==> src/rtl/pipeline_hazard_ctrl.sv <==
// Hazard controller for the 5-stage pipeline: operand forwarding, load-use stall,
// branch flush, data-memory freeze with timeout, and saturating perf counters.
module pipeline_hazard_ctrl #(
    parameter int unsigned REG_BITS     = 5,
    parameter int unsigned CNT_WIDTH    = 16,
    parameter int unsigned MAX_MEM_WAIT = 15,
    parameter int unsigned FLUSH_DEPTH  = 2
) (
    input  logic                 clk,
    input  logic                 rstn,
    input  logic [REG_BITS-1:0]  id_rs1,
    input  logic [REG_BITS-1:0]  id_rs2,
    input  logic                 id_use_rs1,
    input  logic                 id_use_rs2,
    input  logic [REG_BITS-1:0]  ex_rs1,
    input  logic [REG_BITS-1:0]  ex_rs2,
    input  logic [REG_BITS-1:0]  ex_rd,
    input  logic                 ex_is_load,
    input  logic [REG_BITS-1:0]  mem_rd,
    input  logic [REG_BITS-1:0]  wb_rd,
    input  logic                 mem_reg_wr,
    input  logic                 wb_reg_wr,
    input  logic                 branch_taken,
    input  logic                 dmem_req,
    input  logic                 dmem_ready,
    output logic [1:0]           forward_a,
    output logic [1:0]           forward_b,
    output logic                 stall_fetch,
    output logic                 stall_dec,
    output logic                 bubble_ex,
    output logic                 flush_if_id,
    output logic                 flush_id_ex,
    output logic                 freeze,
    output logic                 mem_timeout,
    output logic [CNT_WIDTH-1:0] stall_cycles,
    output logic [CNT_WIDTH-1:0] flush_count
);

    localparam int unsigned WAIT_W = $clog2(MAX_MEM_WAIT + 1);

    typedef enum logic [1:0] {
        RUN      = 2'd0,
        MEM_WAIT = 2'd1,
        ERROR    = 2'd2
    } state_t;

    state_t             state;
    logic [WAIT_W-1:0]  wait_cnt;
    logic               load_use;
    logic               mem_busy;

    // Forwarding selects and hazard priority: freeze > branch flush > load-use stall
    always_comb begin
        forward_a   = 2'b00;
        forward_b   = 2'b00;
        stall_fetch = 1'b0;
        stall_dec   = 1'b0;
        bubble_ex   = 1'b0;
        flush_if_id = 1'b0;
        flush_id_ex = 1'b0;
        freeze      = 1'b0;

        if (mem_reg_wr && (mem_rd != '0) && (mem_rd == ex_rs1))
            forward_a = 2'b10;
        else if (wb_reg_wr && (wb_rd != '0) && (wb_rd == ex_rs1))
            forward_a = 2'b01;

        if (mem_reg_wr && (mem_rd != '0) && (mem_rd == ex_rs2))
            forward_b = 2'b10;
        else if (wb_reg_wr && (wb_rd != '0) && (wb_rd == ex_rs2))
            forward_b = 2'b01;

        load_use = ex_is_load && (ex_rd != '0) &&
                   ((id_use_rs1 && (id_rs1 == ex_rd)) ||
                    (id_use_rs2 && (id_rs2 == ex_rd)));
        mem_busy = dmem_req && !dmem_ready;

        if ((state == ERROR) || mem_busy) begin
            freeze = 1'b1;
        end else if (branch_taken) begin
            flush_if_id = 1'b1;
            flush_id_ex = (FLUSH_DEPTH == 2);
        end else if (load_use) begin
            stall_fetch = 1'b1;
            stall_dec   = 1'b1;
            bubble_ex   = 1'b1;
        end
    end

    // Memory-wait tracking; ERROR is absorbing until reset
    always_ff @(posedge clk or negedge rstn) begin
        if (!rstn) begin
            state       <= RUN;
            wait_cnt    <= '0;
            mem_timeout <= 1'b0;
        end else begin
            case (state)
                RUN: begin
                    if (mem_busy) begin
                        state    <= MEM_WAIT;
                        wait_cnt <= WAIT_W'(1);
                    end
                end
                MEM_WAIT: begin
                    if (!mem_busy) begin
                        state    <= RUN;
                        wait_cnt <= '0;
                    end else if (wait_cnt == WAIT_W'(MAX_MEM_WAIT)) begin
                        state       <= ERROR;
                        mem_timeout <= 1'b1;
                    end else begin
                        wait_cnt <= wait_cnt + WAIT_W'(1);
                    end
                end
                ERROR: begin
                    state       <= ERROR;
                    mem_timeout <= 1'b1;
                end
                default: begin
                    state    <= RUN;
                    wait_cnt <= '0;
                end
            endcase
        end
    end

    // Saturating performance counters
    always_ff @(posedge clk or negedge rstn) begin
        if (!rstn) begin
            stall_cycles <= '0;
            flush_count  <= '0;
        end else begin
            if ((freeze || stall_fetch) && (stall_cycles != '1))
                stall_cycles <= stall_cycles + CNT_WIDTH'(1);
            if (flush_if_id && (flush_count != '1))
                flush_count <= flush_count + CNT_WIDTH'(1);
        end
    end

endmodule

==> config.mk <==
export PLATFORM = sky130hd
export DESIGN_NAME = pipeline_hazard_ctrl
export DESIGN_NICKNAME = d
export VERILOG_FILES = /design/src/rtl/pipeline_hazard_ctrl.sv
export SDC_FILE = /design/constraint.sdc
export NUM_CORES = 1
export LEC_CHECK = 0
export ABC_AREA = 1
export CAP_MARGIN = 20
export CELL_PAD_IN_SITES_DETAIL_PLACEMENT = 0
export CELL_PAD_IN_SITES_GLOBAL_PLACEMENT = 1
export CORE_MARGIN = 1
export CORE_UTILIZATION = 30
export DETAILED_ROUTE_END_ITERATION = 10
export DONT_BUFFER_PORTS = 1
export PLACE_DENSITY = 0.56
export SLEW_MARGIN = 20
export SYNTH_ARGS = -nofsm -noshare
export SYNTH_HDL_FRONTEND = slang
export SYNTH_SLANG_ARGS = --single-unit
export TNS_END_PERCENT = 20
==> constraint.sdc <==
create_clock -name clk -period 1.7 [get_ports clk]
set_input_delay 0.085 -clock clk [delete_from_list [all_inputs] [get_ports clk]]
set_output_delay 0.085 -clock clk [all_outputs]
set_load 0.05 [all_outputs]
# Yosys cells after proc, flatten, opt, wreduce, memory -nomap -nowiden
# Index checks and enable logic that the tools add are counted.
dict set report word_totals {
  regBits 39
  input_bits 45
  output_inout_bits 43
}
dict set report op_classes {
  addsub 3
  n_eq_ne 16
  mux 21
  n_bitwise 1
  reduce_logical 25
}
# op n
set op_table {}
lappend op_table {{adder 16 x 1 -> 16 bit, second input constant} 2}
lappend op_table {{inequality test 16 bit, second input constant} 2}
lappend op_table {{equality test 5 bit} 6}
lappend op_table {{nonzero test 5 bit} 3}
lappend op_table {{logical AND 1 bit} 13}
lappend op_table {{two-way mux 4 bit} 3}
lappend op_table {{one-hot mux 4 bit (3 select lines)} 1}
lappend op_table {{two-way mux 1 bit} 10}
lappend op_table {{two-way mux 2 bit} 5}
lappend op_table {{inequality test 2 bit, second input constant} 3}
lappend op_table {{inequality test 3 bit, second input constant} 2}
lappend op_table {{one-hot mux 2 bit (3 select lines)} 1}
lappend op_table {{AND reduction 3 bit} 2}
lappend op_table {{adder 4 x 1 -> 4 bit, second input constant} 1}
lappend op_table {{equality test 4 bit, second input constant} 1}
lappend op_table {{logical OR 1 bit} 3}
lappend op_table {{equality test 2 x 1 -> 1 bit, second input constant} 1}
lappend op_table {{equality test 2 bit, second input constant} 1}
lappend op_table {{zero test 2 bit} 1}
lappend op_table {{one-hot mux 1 bit (2 select lines)} 1}
lappend op_table {{AND reduction 2 bit} 1}
lappend op_table {{nonzero test 2 bit} 1}
lappend op_table {{zero test 1 bit} 1}
lappend op_table {{NOT 1 bit} 1}

# Depth between registers and ports, before layout
dict set report logic_depth {
  word_depth 9
  mapped_depth 12
  mapped_depth_nobuf 11
}

# Worst setup path before layout
# OpenSTA, ideal clock, no wires.
dict set report synth_path {
  kind {in2out}
  start {in mem_rd[3]}
  end {out forward_a[0]}
  arrival_ns 2.519
  required_time_ns 1.615
  path_slack_ns -0.904
  path_stages 3
  n_path_buf 0
  path_cell_list {xor2_1 > nor4_1 > nor2_1}
}
dict set report synth_via {
  elab_chain_len 4
}
# item line_no
set synth_lines {}
lappend synth_lines {{start: declaration} 19} ;# input logic [REG_BITS-1:0] mem_rd,
lappend synth_lines {{nonzero test 5 bit} 63} ;# if (mem_reg_wr && (mem_rd != '0) && (mem_rd == ex_rs1))
lappend synth_lines {{logical AND 1 bit} 63}
lappend synth_lines {{logical AND 1 bit (*)} 63}
lappend synth_lines {{two-way mux 2 bit (*)} 63}
lappend synth_lines {{end: declaration} 26} ;# output logic [1:0] forward_a,
# Mark *: on every way between the ends. The rest lies on a longest branch, timed or not.

# Worst setup path in the final report
dict set report layout_path {
  start {reg flush_count[0]}
  end {reg flush_count[4]}
}
dict set report layout_via {
  elab_chain_len 2
}
# item line_no
set layout_lines {}
lappend layout_lines {{start: declaration} 36} ;# output logic [CNT_WIDTH-1:0] flush_count
lappend layout_lines {{start signal: assignment} 136} ;# flush_count <= flush_count + CNT_WIDTH'(1);
lappend layout_lines {{parallel branches: the longest is 2 deep, another holds adder 16 x 1 -> 16 bit} -}
# Several ways; the timed one is not identified.
# A chain may end at the register's enable or synchronous reset.

==> impl_metrics.py <==
metrics = {
    "clocking": {
        "cts_root_buf": "clkbuf_8",
        "clkLatencyLatePin_ns": 0.30,
        "cts_tree": "done",
        "clock_path_buffers": 2,
        "cts-buffers-inserted": 5,
        "cts_sinks": 39,
        "clk_pin_slew_worst_paths_ns": 0.09,
        "htree_levels": 2,
    },
    "routing": {
        "first_iter_violations": 82,
        "drc": 0,
        "wl_per_cell_um": 12.7,
        "vias": 2622,
        "via_per_inst": 4.47,
        "ant_nets": 0,
        "drtPass1Iterations": 4,
        "drt-total-wl_um": 7440,
    },
    "final_layout": {
        "area_growth_pct": 20.5,
        "nets": 505,
        "layout-drive-gt1-share": 0.216,
        "finalInstanceArea_um2": 3520,
        "antenna_cells": 0,
        "finish.utilization": 0.377,
    },
    "logic_synthesis": {
        "synth_edf_count": 0,
        "ys_seq_area_frac": 0.334,
        "yosys-top-cells-area": "dfrtp_1 33%, nand2_1 17%, inv_1 5.8%",
        "syn_area_per_cell_um2": 7.07,
        "yosysWarnings": 0,
        "synth_cell_types": 31,
        "syn_inst": 413,
        "syn_nets": 461,
        "synth_top_cell_by_area": "dfrtp_1",
        "syn_area_um2": 2920,
        "yosys.area.top_type_share": 0.334,
        "synth_ff_type": "dfrtp_1",
        "async_flop_share": 1.00,
        "synth_seq_cells": 39,
    },
    "power_and_ir_drop": {
        "power_mw": 1.71,
        "power.switching_mw": 0.439,
        "clkPwrFrac": 0.381,
        "power_frac_seq": 0.542,
        "sw_frac_of_total": 0.256,
        "peakVddDrop_uv": 234,
        "power_frac_comb": 0.077,
        "p_per_area_nw_per_um2": 486,
        "intPower_mw": 1.27,
        "leakagePower_nw": 1.69,
    },
    "placement": {
        "placed_area_um2": 3370,
        "gp_congestion": 0.755,
        "portBuffers": 0,
        "dp_hpwl_um": 5790,
    },
    "status": {
        "status": "complete, no violations",
    },
    "sta": {
        "min_period_over_period": 0.924,
        "tightest_slew_ns": 0.497,
        "setup_viol": 0,
        "slew_violations": 0,
        "rsz0062_at_grt": "no",
        "finalCriticalPeriod_ns": 1.57,
        "fin_hold_ws_ns": 0.192,
        "slew_headroom": 0.669,
        "hold_viol": 0,
        "fin_skew_ns": 0.00901,
        "timing.fmax_mhz": 637,
    },
    "floorplan": {
        "die_x_um": 101,
        "row_count": 35,
        "die_area_um2": 10100,
        "die_h_um": 101,
        "core_area_um2": 9330,
        "ioPinCount": 88,
        "floorplan.initialDensity": 0.313,
    },
    "global_routing": {
        "track_usage": 0.158,
        "grt_pass1_vias": 2609,
        "grt-ovfl-total": 0,
        "grt_max_degree": 40,
        "antenna_found_initial": 0,
        "grt_pass1_wl_um": 12600,
    },
    "worst_setup_path": {
        "cp.required_ns": 1.89,
        "worst_r2r_path_depth": 10,
        "endpoint_kind": "flip-flop",
        "critical_path_class": "flip-flop to flip-flop",
        "arrival_ns": 1.76,
        "crit_path_start_kind": "flip-flop",
        "crit_fanout": 11,
    },
    "worst_hold_path": {
        "hold_depth": 4,
        "hp-class": "input port to flip-flop",
    },
    "flow_run": {
        "maxCapViolations": 0,
    },
}
## worst max-delay path: stages, from the launching register on
cell and delay (ns):
dfrtp_2 0.42, ha_2 0.21, nand3_2 0.10, inv_2 0.05, nand2_1 0.08, clkinv_1 0.09, nand3_2 0.07, nand2_2 0.06
buf_4 0.19, o21ai_1 0.13, nand2_1 0.06
## cells in the final DEF, fill, tap and decap left out, types with 2 or more instances in the layout
cell	instances
nand4_1	10
inv_2	5
nor3b_1	2
or2_2	2
nor4_1	2
clkinv_2	2
inv_1	45
nand2_1	134
buf_4	42
dfrtp_2	2
xor2_1	19
nand2_2	4
nand2_4	3
clkbuf_8	5
nand3_2	13
nor3_2	5
buf_12	2
nor2_4	3
nor3_1	9
o21ai_0	7
nor2_1	38
nand3_1	28
ha_2	2
o21ai_1	8
nor4_2	2
dfrtp_1	37
xnor2_1	14
## registers in the layout (all words and copies together), names as in the netlist
| register | cells |
|---|---|
| state | 2 |
| stall_cycles | 16 |
| flush_count | 16 |
| wait_cnt | 4 |
| mem_timeout | 1 |
## cells by family after synthesis
family,Yosys count,share of synthesized area
buf+inv,62,0.0982
fa+ha+maj,3,0.0129
xor+xnor,33,0.0990
compound gates,16,0.0274
flops,39,0.334
simple gates,260,0.428
## power by group through the flow
stage                     sequential (mW)  clock (mW)  combinational (mW)
after floorplan                     0.945           0              0.0926
after global placement              0.945           0               0.108
after detailed placement            0.945           0               0.108
after CTS                           0.927       0.675               0.137
after global routing                0.927       0.716               0.153
final                               0.927       0.652               0.132
## final cells by class
class                   instances  area [um^2]
clock buffers                   6         72.6
clock inverters                 2         12.5
fillers                      1005         5810
inverters                      53          203
multi-input cells             312         1710
flip-flops and latches         39          978
well taps                     129          161
repair buffers                 46          377
## repair_timing
action                                  CTS  global route
setup buffers                             0             1
pin swaps                                 0             1
endpoints found under the hold margin    39             0
hold buffers                              2             0
endpoints found under the setup margin    1            23
gates cloned                              0             0
gates resized for setup                   1            10
## per-stage QoR
stage          instances  setup slack, ns  TNS (ns)
5_1_grt              587          0.00209         0
3_5_place_dp         576           0.0103         0
4_1_cts              586           0.0265         0
2_1_floorplan        413           -0.151    -0.482
3_3_place_gp         576          -0.0114   -0.0114
6_report             587            0.129         0
## per-layer routing
metal / global-route usage / up-vias / wire [um]
met5: 0 / - / 0
met4: 0.0424 / 0 / 78
met3: 0.0340 / 7 / 469
met2: 0.257 / 67 / 3340
met1: 0.211 / 1161 / 3550
li1: - / 1387 / -
## path summary, 6_finish.rpt
path / slack, ns / startpoint / endpoint
hold reg to reg: 0.52 / state[0] / state[0]
max in group asynchronous: 1.23 / rstn / flush_count[0]
min in group asynchronous: 0.26 / rstn / flush_count[14]
hold / removal: 0.19 / dmem_req / state[0]
setup reg to reg: 0.13 / flush_count[0] / flush_count[4]
setup / recovery: 0.13 / flush_count[0] / flush_count[4]
## Yosys cell counts (2+ instances only)
cell	count
nor2_1	39
xor2_1	19
nand2_2	4
nor3_1	9
nand2_4	2
nor3b_1	2
nor4_1	4
xnor2_1	14
nor3_2	6
inv_1	45
o21ai_1	5
o21ai_0	10
inv_2	6
buf_4	4
nand3_1	30
nand2_1	135
buf_6	5
ha_1	3
nand4_1	10
nand3_2	11
dfrtp_1	39
or2_2	2
(Power assumes the default switching activity.)
